$ cat src/rtl/topview_pkg.sv
// rtl/topview_pkg.sv - shared widths, raster FSM states and segment word layout for the topview line rasterizer
// Contents: default map geometry, derived coordinate widths, segment-table address width,
//           raster_state_t, segment_t (BRAM word order) and the Bresenham arithmetic width helper.
package topview_pkg;

   localparam int TV_OUT_WIDTH  = 640;
   localparam int TV_OUT_HEIGHT = 480;
   localparam int TV_OUT_H_BITW = $clog2(TV_OUT_WIDTH);
   localparam int TV_OUT_V_BITW = $clog2(TV_OUT_HEIGHT);
   localparam int TV_RAM_ADDR_W = 12;

   typedef enum logic [2:0] {
      RS_IDLE = 3'd0,
      RS_ADDR = 3'd1,
      RS_LOAD = 3'd2,
      RS_DRAW = 3'd3,
      RS_FIN  = 3'd4
   } raster_state_t;

   typedef struct packed {
      logic [TV_OUT_V_BITW-1:0] v0;
      logic [TV_OUT_H_BITW-1:0] h0;
      logic [TV_OUT_V_BITW-1:0] v1;
      logic [TV_OUT_H_BITW-1:0] h1;
      logic                     valid;
   } segment_t;

   // Signed width holding dx, dy, err and 2*err: one bit for sign, one for the doubling.
   function automatic int raster_w(input int hb, input int vb);
      return ((hb > vb) ? hb : vb) + 2;
   endfunction

endpackage

$ cat src/rtl/bresenham_stepper.sv
// rtl/bresenham_stepper.sv - integer Bresenham walker producing one (v,h) point per step
// Ports: clk, n_rst (async active-low); load latches endpoints and initial error terms;
//        step advances one point (ignored once last); v/h current point; last = current equals end point.
module bresenham_stepper
   import topview_pkg::*;
#(
   parameter int HW = TV_OUT_H_BITW,
   parameter int VW = TV_OUT_V_BITW,
   parameter int W  = raster_w(HW, VW)
) (
   input  logic          clk,
   input  logic          n_rst,
   input  logic          load,
   input  logic          step,
   input  logic [VW-1:0] v0,
   input  logic [HW-1:0] h0,
   input  logic [VW-1:0] v1,
   input  logic [HW-1:0] h1,
   output logic [VW-1:0] v,
   output logic [HW-1:0] h,
   output logic          last
);

   logic [VW-1:0]       v_end;
   logic [HW-1:0]       h_end;
   logic signed [W-1:0] dx, dy, err;
   logic                sh_neg, sv_neg;
   logic signed [W-1:0] dh, dv, dx_ld, dy_ld, e2, err_nx;
   logic                h_mv, v_mv;

   // Endpoints are unsigned, so zero-extend before the signed subtraction.
   assign dh    = $signed(W'(h1)) - $signed(W'(h0));
   assign dv    = $signed(W'(v1)) - $signed(W'(v0));
   assign dx_ld = dh[W-1] ? -dh : dh;
   assign dy_ld = dv[W-1] ? dv : -dv;

   assign e2     = err <<< 1;
   assign h_mv   = (e2 >= dy);
   assign v_mv   = (e2 <= dx);
   assign err_nx = err + (h_mv ? dy : W'(0)) + (v_mv ? dx : W'(0));
   assign last   = (v == v_end) && (h == h_end);

   always_ff @(posedge clk or negedge n_rst) begin
      if (!n_rst) begin
         v      <= '0;
         h      <= '0;
         v_end  <= '0;
         h_end  <= '0;
         dx     <= '0;
         dy     <= '0;
         err    <= '0;
         sh_neg <= 1'b0;
         sv_neg <= 1'b0;
      end else if (load) begin
         v      <= v0;
         h      <= h0;
         v_end  <= v1;
         h_end  <= h1;
         dx     <= dx_ld;
         dy     <= dy_ld;
         err    <= dx_ld + dy_ld;
         sh_neg <= dh[W-1];
         sv_neg <= dv[W-1];
      end else if (step && !last) begin
         err <= err_nx;
         if (h_mv) h <= sh_neg ? h - HW'(1) : h + HW'(1);
         if (v_mv) v <= sv_neg ? v - VW'(1) : v + VW'(1);
      end
   end

endmodule

$ cat src/rtl/topview_line_raster.sv
// rtl/topview_line_raster.sv - walks the topview segment table and streams rasterized pixel coordinates
// Ports: clk, n_rst (async active-low); ready/line_num from the topview stage; raddr and rd_* form the
//        one-cycle-latency table read; pix_valid/pix_ready/pix_v/pix_h pixel stream; busy, done, seg_drawn status.
module topview_line_raster
   import topview_pkg::*;
#(
   parameter  int OUT_WIDTH  = TV_OUT_WIDTH,
   parameter  int OUT_HEIGHT = TV_OUT_HEIGHT,
   parameter  int RAM_ADDR_W = TV_RAM_ADDR_W,
   localparam int OUT_H_BITW = $clog2(OUT_WIDTH),
   localparam int OUT_V_BITW = $clog2(OUT_HEIGHT)
) (
   input  logic                  clk,
   input  logic                  n_rst,
   input  logic                  ready,
   input  logic [RAM_ADDR_W-1:0] line_num,
   output logic [RAM_ADDR_W-1:0] raddr,
   input  logic [OUT_V_BITW-1:0] rd_start_v,
   input  logic [OUT_V_BITW-1:0] rd_end_v,
   input  logic [OUT_H_BITW-1:0] rd_start_h,
   input  logic [OUT_H_BITW-1:0] rd_end_h,
   input  logic                  rd_valid,
   output logic                  pix_valid,
   input  logic                  pix_ready,
   output logic [OUT_V_BITW-1:0] pix_v,
   output logic [OUT_H_BITW-1:0] pix_h,
   output logic                  busy,
   output logic                  done,
   output logic [RAM_ADDR_W-1:0] seg_drawn
);

   localparam logic [2:0] S_IDLE = RS_IDLE;
   localparam logic [2:0] S_ADDR = RS_ADDR;
   localparam logic [2:0] S_LOAD = RS_LOAD;
   localparam logic [2:0] S_DRAW = RS_DRAW;
   localparam logic [2:0] S_FIN  = RS_FIN;

   logic [2:0]            state;
   logic [RAM_ADDR_W-1:0] idx, idx_inc;
   logic                  served, accept, last, walk_end, seg_load, seg_step;

   assign idx_inc   = idx + RAM_ADDR_W'(1);
   assign walk_end  = (idx_inc == line_num);
   assign pix_valid = (state == S_DRAW);
   assign done      = (state == S_FIN);
   assign accept    = pix_valid && pix_ready;
   // rd_* carry the word addressed during ADDR, so LOAD is the capture cycle.
   assign seg_load  = (state == S_LOAD) && rd_valid;
   assign seg_step  = accept && ready;

   bresenham_stepper #(
      .HW (OUT_H_BITW),
      .VW (OUT_V_BITW)
   ) u_stepper (
      .clk   (clk),
      .n_rst (n_rst),
      .load  (seg_load),
      .step  (seg_step),
      .v0    (rd_start_v),
      .h0    (rd_start_h),
      .v1    (rd_end_v),
      .h1    (rd_end_h),
      .v     (pix_v),
      .h     (pix_h),
      .last  (last)
   );

   always_ff @(posedge clk or negedge n_rst) begin
      if (!n_rst) begin
         state     <= S_IDLE;
         idx       <= '0;
         raddr     <= '0;
         busy      <= 1'b0;
         served    <= 1'b0;
         seg_drawn <= '0;
      end else begin
         // served blocks a second walk of the same frame until ready is withdrawn.
         if (!ready) served <= 1'b0;

         if (!ready && state != S_IDLE) begin
            state <= S_IDLE;
            busy  <= 1'b0;
         end else begin
            case (state)
               S_IDLE: begin
                  if (ready && !served) begin
                     idx       <= '0;
                     raddr     <= '0;
                     seg_drawn <= '0;
                     busy      <= 1'b1;
                     state     <= (line_num == '0) ? S_FIN : S_ADDR;
                  end
               end
               S_ADDR: state <= S_LOAD;
               S_LOAD: begin
                  if (rd_valid) begin
                     state <= S_DRAW;
                  end else begin
                     idx <= idx_inc;
                     if (walk_end) begin
                        state <= S_FIN;
                     end else begin
                        raddr <= idx_inc;
                        state <= S_ADDR;
                     end
                  end
               end
               S_DRAW: begin
                  if (accept && last) begin
                     seg_drawn <= seg_drawn + RAM_ADDR_W'(1);
                     idx       <= idx_inc;
                     if (walk_end) begin
                        state <= S_FIN;
                     end else begin
                        raddr <= idx_inc;
                        state <= S_ADDR;
                     end
                  end
               end
               S_FIN: begin
                  served <= 1'b1;
                  busy   <= 1'b0;
                  state  <= S_IDLE;
               end
               default: state <= S_IDLE;
            endcase
         end
      end
   end

endmodule

$ cat config.mk
export PLATFORM = sky130hd
export DESIGN_NAME = topview_line_raster
export DESIGN_NICKNAME = d
export VERILOG_FILES = /design/src/rtl/topview_pkg.sv /design/src/rtl/bresenham_stepper.sv /design/src/rtl/topview_line_raster.sv
export SDC_FILE = /design/constraint.sdc
export NUM_CORES = 1
export LEC_CHECK = 0
export ABC_CLOCK_PERIOD_IN_PS = 7400
export BUFFER_PORTS_ARGS = -buffer_cell sky130_fd_sc_hd__buf_2
export CAP_MARGIN = 20
export CORE_UTILIZATION = 35
export DETAILED_ROUTE_END_ITERATION = 10
export GPL_TIMING_DRIVEN = 0
export PLACE_DENSITY = 0.58
export SLEW_MARGIN = 20
export SYNTH_ARGS = -nofsm -noshare
export SYNTH_HDL_FRONTEND = slang
export SYNTH_SLANG_ARGS = --single-unit
$ cat constraint.sdc
create_clock -name clk -period 7.4 [get_ports clk]
set_input_delay 0.37 -clock clk [delete_from_list [all_inputs] [get_ports clk]]
set_output_delay 0.37 -clock clk [all_outputs]
set_load 0.05 [all_outputs]
# --- Word-level counts from Yosys, hierarchy flattened ---
# Index checks and enable logic that the tools add are counted.
word_totals:
  output_inout_bits: 46
  elab_cells: 106
  regBits: 117
op_classes:
  eq_ne: 12
  bitwise: 1
  n_mux: 37
  n_addsub: 13
  n_reduce_logical: 26
  magnitude_cmp: 2
op_table:
  columns: ["operator", "count"]
  rows:
  - ["two-way mux 12 bit", 13]
  - ["case mux 12 bit (3 select lines)", 2]
  - ["two-way mux 10 bit", 4]
  - ["adder 12 bit", 3]
  - ["two-way mux 9 bit", 4]
  - ["adder 12 x 1 -> 12 bit (second input constant)", 2]
  - ["negator 12 bit", 2]
  - ["case mux 12 bit (2 select lines)", 1]
  - ["two-way mux 3 bit", 6]
  - ["== test 12 bit", 1]
  - [">= comparator 12 bit", 1]
  - ["less-or-equal comparator 12 bit", 1]
  - ["logical NOT 12 bit", 1]
  - ["case mux 3 bit (4 select lines)", 1]
  - ["subtractor 10 x 10 -> 11 bit", 1]
  - ["adder 10 x 1 -> 10 bit (second input constant)", 1]
  - ["== test 10 bit", 1]
  - ["subtractor 10 x 1 -> 10 bit (second input constant)", 1]
  - ["subtractor 9 x 9 -> 10 bit", 1]
  - ["adder 9 x 1 -> 9 bit (second input constant)", 1]
  - ["== test 9 bit", 1]
  - ["nonzero test 3 bit", 3]
  - ["subtractor 9 x 1 -> 9 bit (second input constant)", 1]
  - ["logical AND 1 bit", 8]
  - ["16 further kinds", 30]

# --- Longest topological paths before layout ---
# Gate-level depths: netlist of run 1.
logic_depth:
  depth_word: 6
  mapped_depth: 22
  depth_no_buf: 21

# --- Cells and area by module ---
# Synthesis of run 1 repeated with hierarchy kept, for this count alone.
hier_totals:
  cells_unflattened: 1025
  hier_area_um2: 9280.2
by_module_without_submodules:
  columns: ["module", "cells_each", "area_each_um2", "n_inst"]
  rows:
  - ["bresenham_stepper", 764, 6851.6, 1]
  - ["topview_line_raster", 261, 2428.6, 1]

# --- Worst setup path after synthesis of run 1 ---
# Ideal clock, no wire load.
synth_timing:
  kind: "register to register"
  start: "reg u_stepper.err[8]"
  end: "reg u_stepper.err[9]"
  required_time_ns: 7.270
  setup_time_ns: 0.130
  n_path_buf: 1
  stages_incl_launch_ff: 21
  setup_slack_ns: 3.232
  arrival_ns: 4.038
  cell_sequence: "dfrtp_1 > ha_1 > a21o_1 > a211o_1 > or3_1 > o21a_1 > clkbuf_1 > nand2_1 > fa_1 > inv_1 > ha_1 > inv_1 > fa_1 > nor2b_1 > o21ai_0 > a21boi_0 > o21ai_0 > a21oi_1 > o21a_1 > nor3_1 > a2bb2oi_1"
synth_between:
  elab_chain_len: 6
  word_cells_on_any_way: 8
  cone_classes: "add/sub (2); order compare (2); mux (4)"
synth_lines:
  columns: ["item", "line", "rtl"]
  rows:
  - ["from (decl)", "bresenham_stepper.sv:26", "logic signed [W-1:0] dx, dy, err;"]
  - ["from (signal assigned)", "bresenham_stepper.sv:61", "err <= dx_ld + dy_ld;"]
  - ["from (signal assigned)", "bresenham_stepper.sv:65", "err <= err_nx;"]
  - [">= comparator 12 bit", "bresenham_stepper.sv:38", "assign h_mv = (e2 >= dy);"]
  - ["two-way mux 12 bit", "bresenham_stepper.sv:40", "assign err_nx = err + (h_mv ? dy : W'(0)) + (v_mv ? dx : W'(0));"]
  - ["adder 12 bit", "bresenham_stepper.sv:40", null]
  - ["adder 12 bit (*)", "bresenham_stepper.sv:40", null]
  - ["two-way mux 12 bit (*)", "bresenham_stepper.sv:64", "end else if (step && !last) begin"]
  - ["two-way mux 12 bit (*)", "bresenham_stepper.sv:54", "end else if (load) begin"]
# Mark *: on every way between the ends. The rest lies on a longest branch, timed or not. The select of a mux whose other input is x is not followed.
# A chain may end at the register's enable or synchronous reset.

# --- Final worst setup path of run 1 ---
layout_timing:
  start: "reg u_stepper.err[10]"
  end: "reg u_stepper.err[9]"
# The elaborated chain is that of the path after synthesis.

==> summary.txt, run 1 <==
Run status
  – Status: complete, no violations

Placement
  – Hpwl dp: around 19 mm
  – Inst Count DP: 1,480
  – Port buffer count: 99
  – Final GP Congestion: between 0.8 and 0.9

Flow run
  – Max cap viols: 0

Floorplan
  – Core area: about 25,000 um^2
  – Initial Utilization: 0.357
  – Ports: 101
  – Core Rows: 58
  – Die X-Extent: 162 um
  – DIE AREA: 26,400 um^2
  – Die height: ~160 um

Drt
  – Vias: about 7,800
  – Post-Route WL: ~25 mm
  – Residual DRC: 0
  – Drt wl/cell: 16.4 um
  – Final antenna-violating net count: 0
  – Pre-antenna DRT Iters: 5
  – Drt via density: 5.18
  – Starting DRT DRC Count: 417

CTS
  – Number of gates resized after CTS: 0
  – CTS root buf: clkbuf_16
  – Clock H-tree levels: 4
  – Worst-path clk slew: 0.06 ns
  – CTS Buffer Depth: 2
  – Worst-Skew Late Latency: 0.43 ns
  – CTS tree: yes
  – Inserted Clock Buffers: 17
  – Post-CTS Setup Inserts: 0
  – Number of clock sinks: 116

Timing
  – Clock period minus final worst setup slack: 5.20 ns
  – Final Hold Viols: 0
  – Final worst path period share: 0.703
  – RSZ-0062 raised after global routing: no
  – Final count of pins violating max slew: 0
  – Layout Skew: 0.0109 ns
  – Max Clk Rate: between 150 and 200 MHz
  – Slew headroom: 0.302
  – Setup violations, final: 0
  – Least-Margin Pin Slew: 1.05 ns
  – Setup_tns: 0 ns

Synthesis
  – Area leader, netlist: dfrtp_1
  – Avg Cell Area, Syn: around 8.6 um^2
  – Async set-reset flop share out of synthesis: 1.00
  – Count of cell types in the netlist: 71
  – Net Count, Synth: approximately 1,200
  – Synth top area share: 0.322
  – Top cells by area, synth: dfrtp_1 32%, ha_1 11%, nand2_1 5.9%
  – Top_reg_cell synth: dfrtp_1
  – Flops & latches, synth: between 100 and 150
  – Register area share after synthesis: 0.322
  – Number of flops mapped to enable cells by yosys: 0
  – Post-Syn Area: 9010 um^2
  – Yosys Warn Count: 0
  – Post-Synthesis Cells: 1,050

Cells and area
  – Most common cell after layout, fill and taps aside: nand2_1
  – Final nets: 1,320
  – Final Non-Filler Cells: 1,513
  – Fraction of layout cells with a size suffix above 1: 0.139
  – Inserted Diodes: 0
  – Area grow syn2layout: 18.1%
  – Most frequent cells in the layout: 141 x nand2_1, 120 x inv_1, 116 x dfrtp_1

Power
  – Internal: 2.62 mW
  – Switching Share: 0.467
  – VDD IR max: 0.254 mV
  – Flop pwr share: 0.218
  – Clock share of power: 0.197
  – Total power: around 4.9 mW
  – Switch Pwr: 2.29 mW
  – Combinational cell fraction of total power: 0.585
  – Leakage: a little over 5 nW
  – Cell area power density: 461 nW/um^2

GRT
  – Largest net degree at the start of global routing: 71
  – Total grt overflow: 0
  – GRT Total Usage: 0.197
  – Initial antenna violation count: 1
  – Global-route wire length before repair: 40.6 mm
  – Vias in the first global route: just under 8,000

Worst hold path
  – Hold depth: 3
  – Worst hold path type: in2reg

Worst setup path
  – WP data required: between 7 and 8 ns
  – CP endpoint kind: register
  – Path depth of the worst reg2reg path: 21
  – Crit-path max FO: 10
  – Type of origin of the critical path: register
  – Setup CP Type: reg2reg
  – Worst EP arrival: 5.54 ns
[sequential cells by signal (all words and copies together) (netlist names)]
register          cells
busy                  1
idx                  12
raddr                12
seg_drawn            12
served                1
state                 3
u_stepper.dx         12
u_stepper.dy         12
u_stepper.err        11
u_stepper.h          10
u_stepper.h_end      10
u_stepper.sh_neg      1
u_stepper.sv_neg      1
u_stepper.v           9
u_stepper.v_end       9
[metal layers]
| metal | vias up | GRT usage | share of wire |
|---|---|---|---|
| li1 | 3893 | - | - |
| met1 | 3714 | 0.258 | 0.47 |
| met2 | 202 | 0.328 | 0.47 |
| met3 | 26 | 0.0326 | 0.042 |
| met4 | 2 | 0.0690 | 0.020 |
| met5 | - | 0 | 0.00052 |
[path summary, 6_finish.rpt]
kind	end	start	slack, ns
worst max-delay path	u_stepper.err[9]	u_stepper.err[10]	2.20
worst min-delay path	u_stepper.h_end[8]	rd_end_h[8]	0.16
worst max register to register	u_stepper.err[9]	u_stepper.err[10]	2.20
worst min register to register	seg_drawn[11]	seg_drawn[11]	0.48
max in group asynchronous	u_stepper.h_end[4]	n_rst	6.22
min in group asynchronous	raddr[8]	n_rst	0.46
[cell type report]
cell class                 count  area [um^2]
clock inverter                13          229
inverter                     120          450
sequential                   116         2900
fill                        2554        14600
timing repair buffer         101          539
buffer                        29          133
clock buffer                  19          453
tap                          330          413
multi-input combinational    785         5530
[per-stage QoR]
stage / utilization / area [um^2] / hold slack (ns) / setup WS [ns]
finish: 0.422 / 10600 / 0.157 / 2.20
CTS: 0.422 / 10600 / 0.141 / 2.12
global placement: 0.393 / 9920 / 0.469 / 2.18
global route: 0.422 / 10600 / 0.165 / 1.86
detailed placement: 0.394 / 9960 / 0.346 / 2.15
floorplan: - / 9010 / 0.0744 / 3.23
[critical path: stages, from the launching register on]
cell       delay, ns
dfrtp_1         0.43
ha_1            0.38
nand4_1         0.23
nor2_1          0.15
o21ai_0         0.21
o2111a_1        0.22
or3_1           0.48
clkbuf_1        0.28
nand2_1         0.16
fa_1            0.42
inv_1           0.07
ha_1            0.18
inv_1           0.06
fa_1            0.38
nor2b_1         0.17
o21ai_0         0.13
a21boi_0        0.24
o21ai_0         0.15
a21oi_1         0.21
nor3_1          0.08
nor3_1          0.28
a2bb2oi_1       0.21
[cells by family (layout without fill, tap and decap cells)]
logic type	after synthesis	after routing	share of synthesized area
XOR/XNOR	92	92	0.0909
buffers and inverters	149	282	0.0647
AND/OR/NAND/NOR	342	342	0.183
adder cells (fa/ha/maj)	95	95	0.145
AO/OA/AOI/OAI	241	241	0.176
flip-flops	116	116	0.322
multiplexers	15	15	0.0182
[power groups by stage]
stage / Combinational [mW] / Sequential (mW) / Clock, mW
2_1_floorplan: 2.02 / 1.19 / 0
3_3_place_gp: 2.80 / 1.08 / 0
3_5_place_dp: 2.85 / 1.08 / 0
4_1_cts: 2.88 / 1.07 / 0.985
5_1_grt: 3.25 / 1.10 / 1.01
6_report: 2.87 / 1.07 / 0.967
[synth_stat cells, types with 3 or more instances]
master,count
and4_1,4
a211o_1,3
o21a_1,8
a221o_1,5
buf_2,3
nand2b_1,13
nand3_1,22
nand4_1,13
mux2i_1,4
a31oi_1,6
nor3_1,21
inv_1,120
clkbuf_1,19
nor2_1,62
a21o_1,13
and2_1,7
a21boi_0,6
o22ai_1,19
or3_1,7
o2111ai_1,3
o31a_1,3
o311ai_0,3
a21oi_1,47
o221ai_1,6
nor2b_1,14
o31ai_1,19
and3_1,13
nor4_1,11
ha_1,79
o21bai_1,6
fa_1,16
dfrtp_1,116
nand2_1,141
xnor2_1,44
o21ai_0,65
xor2_1,47
mux2_2,11
a22oi_1,4
buf_1,3
[what timing repair did]
item,4_1_cts,5_1_grt
hold buffers,1,0
endpoints found under the hold margin,46,0
setup endpoints to repair,0,0
Power figures use the tool's default switching activity.
==> run 2, diff against run 1 <==
--- a/config.mk
+++ b/config.mk
@@ -5,13 +5,14 @@
 export SDC_FILE = /design/constraint.sdc
 export NUM_CORES = 1
 export LEC_CHECK = 0
-export ABC_CLOCK_PERIOD_IN_PS = 7400
+export ABC_AREA = 1
+export ABC_CLOCK_PERIOD_IN_PS = 4400
 export BUFFER_PORTS_ARGS = -buffer_cell sky130_fd_sc_hd__buf_2
 export CAP_MARGIN = 20
 export CORE_UTILIZATION = 35
 export DETAILED_ROUTE_END_ITERATION = 10
 export GPL_TIMING_DRIVEN = 0
-export PLACE_DENSITY = 0.58
+export PLACE_DENSITY = 0.6
 export SLEW_MARGIN = 20
 export SYNTH_ARGS = -nofsm -noshare
 export SYNTH_HDL_FRONTEND = slang
==> constraint.sdc (replaced) <==
create_clock -name clk -period 4.4 [get_ports clk]
set_input_delay 0.22 -clock clk [delete_from_list [all_inputs] [get_ports clk]]
set_output_delay 0.22 -clock clk [all_outputs]
set_load 0.05 [all_outputs]
==> run 2 against run 1 <==
  * Worst hold slack worse by 0.14 ns
  * Sequential power rose by 69%
  * Highest routed layer is now met4
  * Wire length up 12%
  * Via count increased by 21%
  * Sequential cell count did not move
  * Non-clock buffer count grew 4
  * Total power is 84% higher
  * Register-to-register slack got worse by 2.0 ns
  * Final cell count rose by 28%
  * Combinational power increased by 96%
==> summary.txt, run 2 <==
Drt
  – Final antenna-violating net count: 0 (unchanged)
  – Starting DRT DRC Count: 637 (+53%)
  – Post-Route WL: 27.8 mm (+12%)
  – Vias: 9,445 (+21%)
  – Drt via density: 4.86 (-6.1%)
  – Drt wl/cell: 14.3 um (-13%)
  – Pre-antenna DRT Iters: 5 (unchanged)
  – Residual DRC: 0 (unchanged)

Power
  – Switch Pwr: 4.49 mW (+96%)
  – Switching Share: 0.496 (+0.0296)
  – Leakage: 6.13 nW (+18%)
  – Flop pwr share: 0.200 (-0.018)
  – Clock share of power: 0.180 (-0.017)
  – VDD IR max: 0.565 mV (+120%)
  – Combinational cell fraction of total power: 0.620 (+0.035)
  – Cell area power density: 776 nW/um^2 (+68%)
  – Internal: 4.56 mW (+74%)

CTS
  – Post-CTS Setup Inserts: 0 (unchanged)
  – CTS tree: yes
  – Number of clock sinks: 116 (unchanged)
  – Worst-Skew Late Latency: 0.43 ns (about the same)
  – Inserted Clock Buffers: 17 (unchanged)
  – Clock H-tree levels: 4 (unchanged)
  – CTS root buf: clkbuf_16
  – CTS Buffer Depth: 2 (unchanged)
  – Worst-path clk slew: 0.06 ns (about the same)

Synthesis
  – Count of cell types in the netlist: 47 (-34%)
  – Avg Cell Area, Syn: 6.95 um^2 (-19%)
  – Top cells by area, synth: dfrtp_1 29%, nand2_1 17%, ha_1 10%
  – Most frequent cell after synthesis: nand2_1
  – Flops & latches, synth: 116 (unchanged)
  – Area leader, netlist: dfrtp_1
  – Number of flops mapped to enable cells by yosys: 0 (unchanged)
  – Yosys Warn Count: 0 (unchanged)
  – Register area share after synthesis: 0.292 (-0.0297)
  – Net Count, Synth: 1,579 (+32%)
  – Synth top area share: 0.292 (-0.0297)
  – Async set-reset flop share out of synthesis: 1.00 (unchanged)
  – Post-synth top cells: 451 x nand2_1, 196 x inv_1, 116 x dfrtp_1
  – Post-Syn Area: 9930 um^2 (+10%)
  – Top_reg_cell synth: dfrtp_1
  – Post-Synthesis Cells: 1,429 (+36%)

Placement
  – Post-place setup slack: -0.387 ns (-2.54 ns)
  – Hpwl dp: 21.8 mm (+14%)
  – Post-DP Area: 10,900 um^2 (+9.9%)
  – Port buffer count: 100 (+1.0%)
  – Inst Count DP: 1,908 (+29%)
  – Final GP Congestion: 0.897 (+4.7%)

Floorplan
  – Core area: 27,900 um^2 (+10%)
  – Initial Utilization: 0.356 (-0.000483)
  – DIE AREA: 29,000 um^2 (+10%)
  – Die height: 170 um (+4.9%)
  – Ports: 101 (unchanged)
  – Die X-Extent: 170 um (+4.9%)
  – Core Rows: 61 (+5.2%)

GRT
  – Largest net degree at the start of global routing: 88 (+24%)
  – Vias in the first global route: 9,058 (+16%)
  – Total grt overflow: 0 (unchanged)
  – GRT Total Usage: 0.201 (+0.00413)
  – Initial antenna violation count: 0 (-1)
  – Global-route wire length before repair: 45.9 mm (+13%)

Worst hold path
  – Hold depth: 3 (unchanged)
  – Hold worst-path end: u_stepper.v_end[3]
  – Worst hold path type: in2reg
  – Hold path start: rd_end_v[3]

Cells and area
  – Fraction of layout cells with a size suffix above 1: 0.129 (-0.0103)
  – Final Non-Filler Cells: 1,942 (+28%)
  – Most frequent cells in the layout: 451 x nand2_1, 196 x inv_1, 115 x dfrtp_1
  – Inserted Diodes: 0 (unchanged)
  – Most common cell after layout, fill and taps aside: nand2_1
  – Post-route cell area: 11,700 um^2 (+9.6%)
  – Final nets: 1,701 (+29%)
  – Area grow syn2layout: 17.5%

Timing
  – Fin worst setup slack: 0.250 ns (-1.95 ns)
  – Slew headroom: 0.490 (+0.188)
  – Min Hold Slack: 0.0202 ns (-0.137 ns)
  – Least-Margin Pin Slew: 0.765 ns (-0.281 ns)
  – Max Clk Rate: 241 MHz (+25%)
  – Final count of pins violating max slew: 0 (unchanged)
  – Setup violations, final: 0 (unchanged)
  – Layout Skew: 0.0136 ns (+0.00271 ns)
  – Final worst path period share: 0.943 (+0.241)
  – Final Hold Viols: 0 (unchanged)
  – Clock period minus final worst setup slack: 4.15 ns (-1.05 ns)

Worst setup path
  – R2R Path End: u_stepper.err[9]
  – CP endpoint kind: register
  – Setup CP Type: reg2reg
  – Flop-to-flop setup slack: 0.25 ns (-1.95 ns)
  – WP data required: 4.74 ns (-3.00 ns)
  – Type of origin of the critical path: register
  – Crit-path max FO: 10 (unchanged)
  – CP Launch Point: u_stepper.err[10]
  – R2R Path Start: u_stepper.err[10]
  – Worst EP arrival: 4.49 ns (-1.05 ns)
  – Path depth of the worst reg2reg path: 25 (+19%)

Run status
  – Status: complete, no violations

Flow run
  – Max cap viols: 0 (unchanged)
==> run 2: cell types whose count changed in the layout (fill, tap and decap cells not counted), moves of 11 or more <==
| cell | previous run | this run |
|---|---|---|
| nand2_1 | 141 | 451 |
| inv_1 | 120 | 196 |
| nand3_1 | 22 | 91 |
| nor2_1 | 62 | 91 |
| o21ai_0 | 65 | 94 |
| xnor2_1 | 44 | 20 |
| or2_2 | 0 | 21 |
| o31ai_1 | 19 | 0 |
| o22ai_1 | 19 | 4 |
| nor2b_1 | 14 | 0 |
| nand2b_1 | 13 | 1 |
| mux2_2 | 11 | 0 |
==> run 2: logic make-up (layout without fill, tap and decap cells) <==
logic type,Yosys count,in the layout,share of synthesized area
AND/OR/NAND/NOR,734,734,0.322
buffers and inverters,235,370,0.0935
AO/OA/AOI/OAI,178,178,0.0972
adder cells (fa/ha/maj),95,95,0.132
flip-flops,116,116,0.292
XOR/XNOR,71,71,0.0634
==> run 2: critical path, cell delays in order, from the launching register on <==
cell      delay [ns]
dfrtp_2         0.45
ha_4            0.30
nand2_1         0.07
nor2_2          0.14
and2_1          0.18
nand2_1         0.11
nand3_1         0.08
nand2_1         0.06
nand3_2         0.10
clkbuf_8        0.19
nand2_1         0.08
fa_1            0.46
inv_1           0.07
ha_2            0.22
inv_1           0.08
fa_1            0.42
o21ai_2         0.19
a21o_1          0.13
nand2_1         0.05
nand2_1         0.09
nand2_1         0.06
nand2_1         0.07
nand2_1         0.07
nand3_1         0.08
nand3_1         0.12
a31oi_1         0.18
==> run 2: power by group through the flow <==
| stage | registers [mW] | logic, mW | clock network, mW |
|---|---|---|---|
| after floorplan | 2.03 | 3.93 | 0 |
| after global placement | 1.82 | 5.41 | 0 |
| after detailed placement | 1.82 | 5.53 | 0 |
| after CTS | 1.81 | 5.61 | 1.65 |
| after global routing | 1.86 | 6.43 | 1.69 |
| final | 1.81 | 5.62 | 1.63 |
==> run 2: layout make-up <==
cell class,count,area (um^2)
repair buffers,103,558
multi-input cells,1078,6120
fillers,2930,16200
clock inverters,9,199
inverters,204,766
clock buffers,23,468
plain buffers,31,175
well taps,378,473
flip-flops and latches,116,2900
==> run 2: metal layers <==
layer	wire length [um]	share of wire	up-vias	global-route usage
met2	13100	0.47	224	0.337
met5	0	0	-	0
met4	470	0.017	0	0.0548
met1	13200	0.47	4378	0.267
li1	-	-	4812	-
met3	1060	0.038	31	0.0330
==> run 2: how the worst max path moves through the flow <==
stage                             to  slack (ns)  depth (start not counted)
global placement    u_stepper.err[9]       -0.28                         25
finish              u_stepper.err[9]        0.25                         25
global route        u_stepper.err[9]      -0.003                         25
detailed placement  u_stepper.err[9]       -0.39                         25
CTS                 u_stepper.err[9]        0.03                         25
floorplan           u_stepper.err[9]        0.58                         26
==> run 2: through the flow <==
step | TNS, ns | utilization | power, mW
CTS | 0 | 0.418 | 9.07
detailed placement | -0.677 | 0.393 | 7.35
global placement | -0.443 | 0.391 | 7.23
floorplan | 0 | - | 5.96
global route | -0.00318 | 0.419 | 9.99
finish | 0 | 0.419 | 9.05
==> run 2: timing repair <==
item | in CTS | in global routing
hold buffers | 2 | 0
gates resized for setup | 5 | 6
hold endpoints to repair | 30 | 0
gates cloned | 0 | 0
pin swaps | 0 | 0
endpoints found under the setup margin | 4 | 4
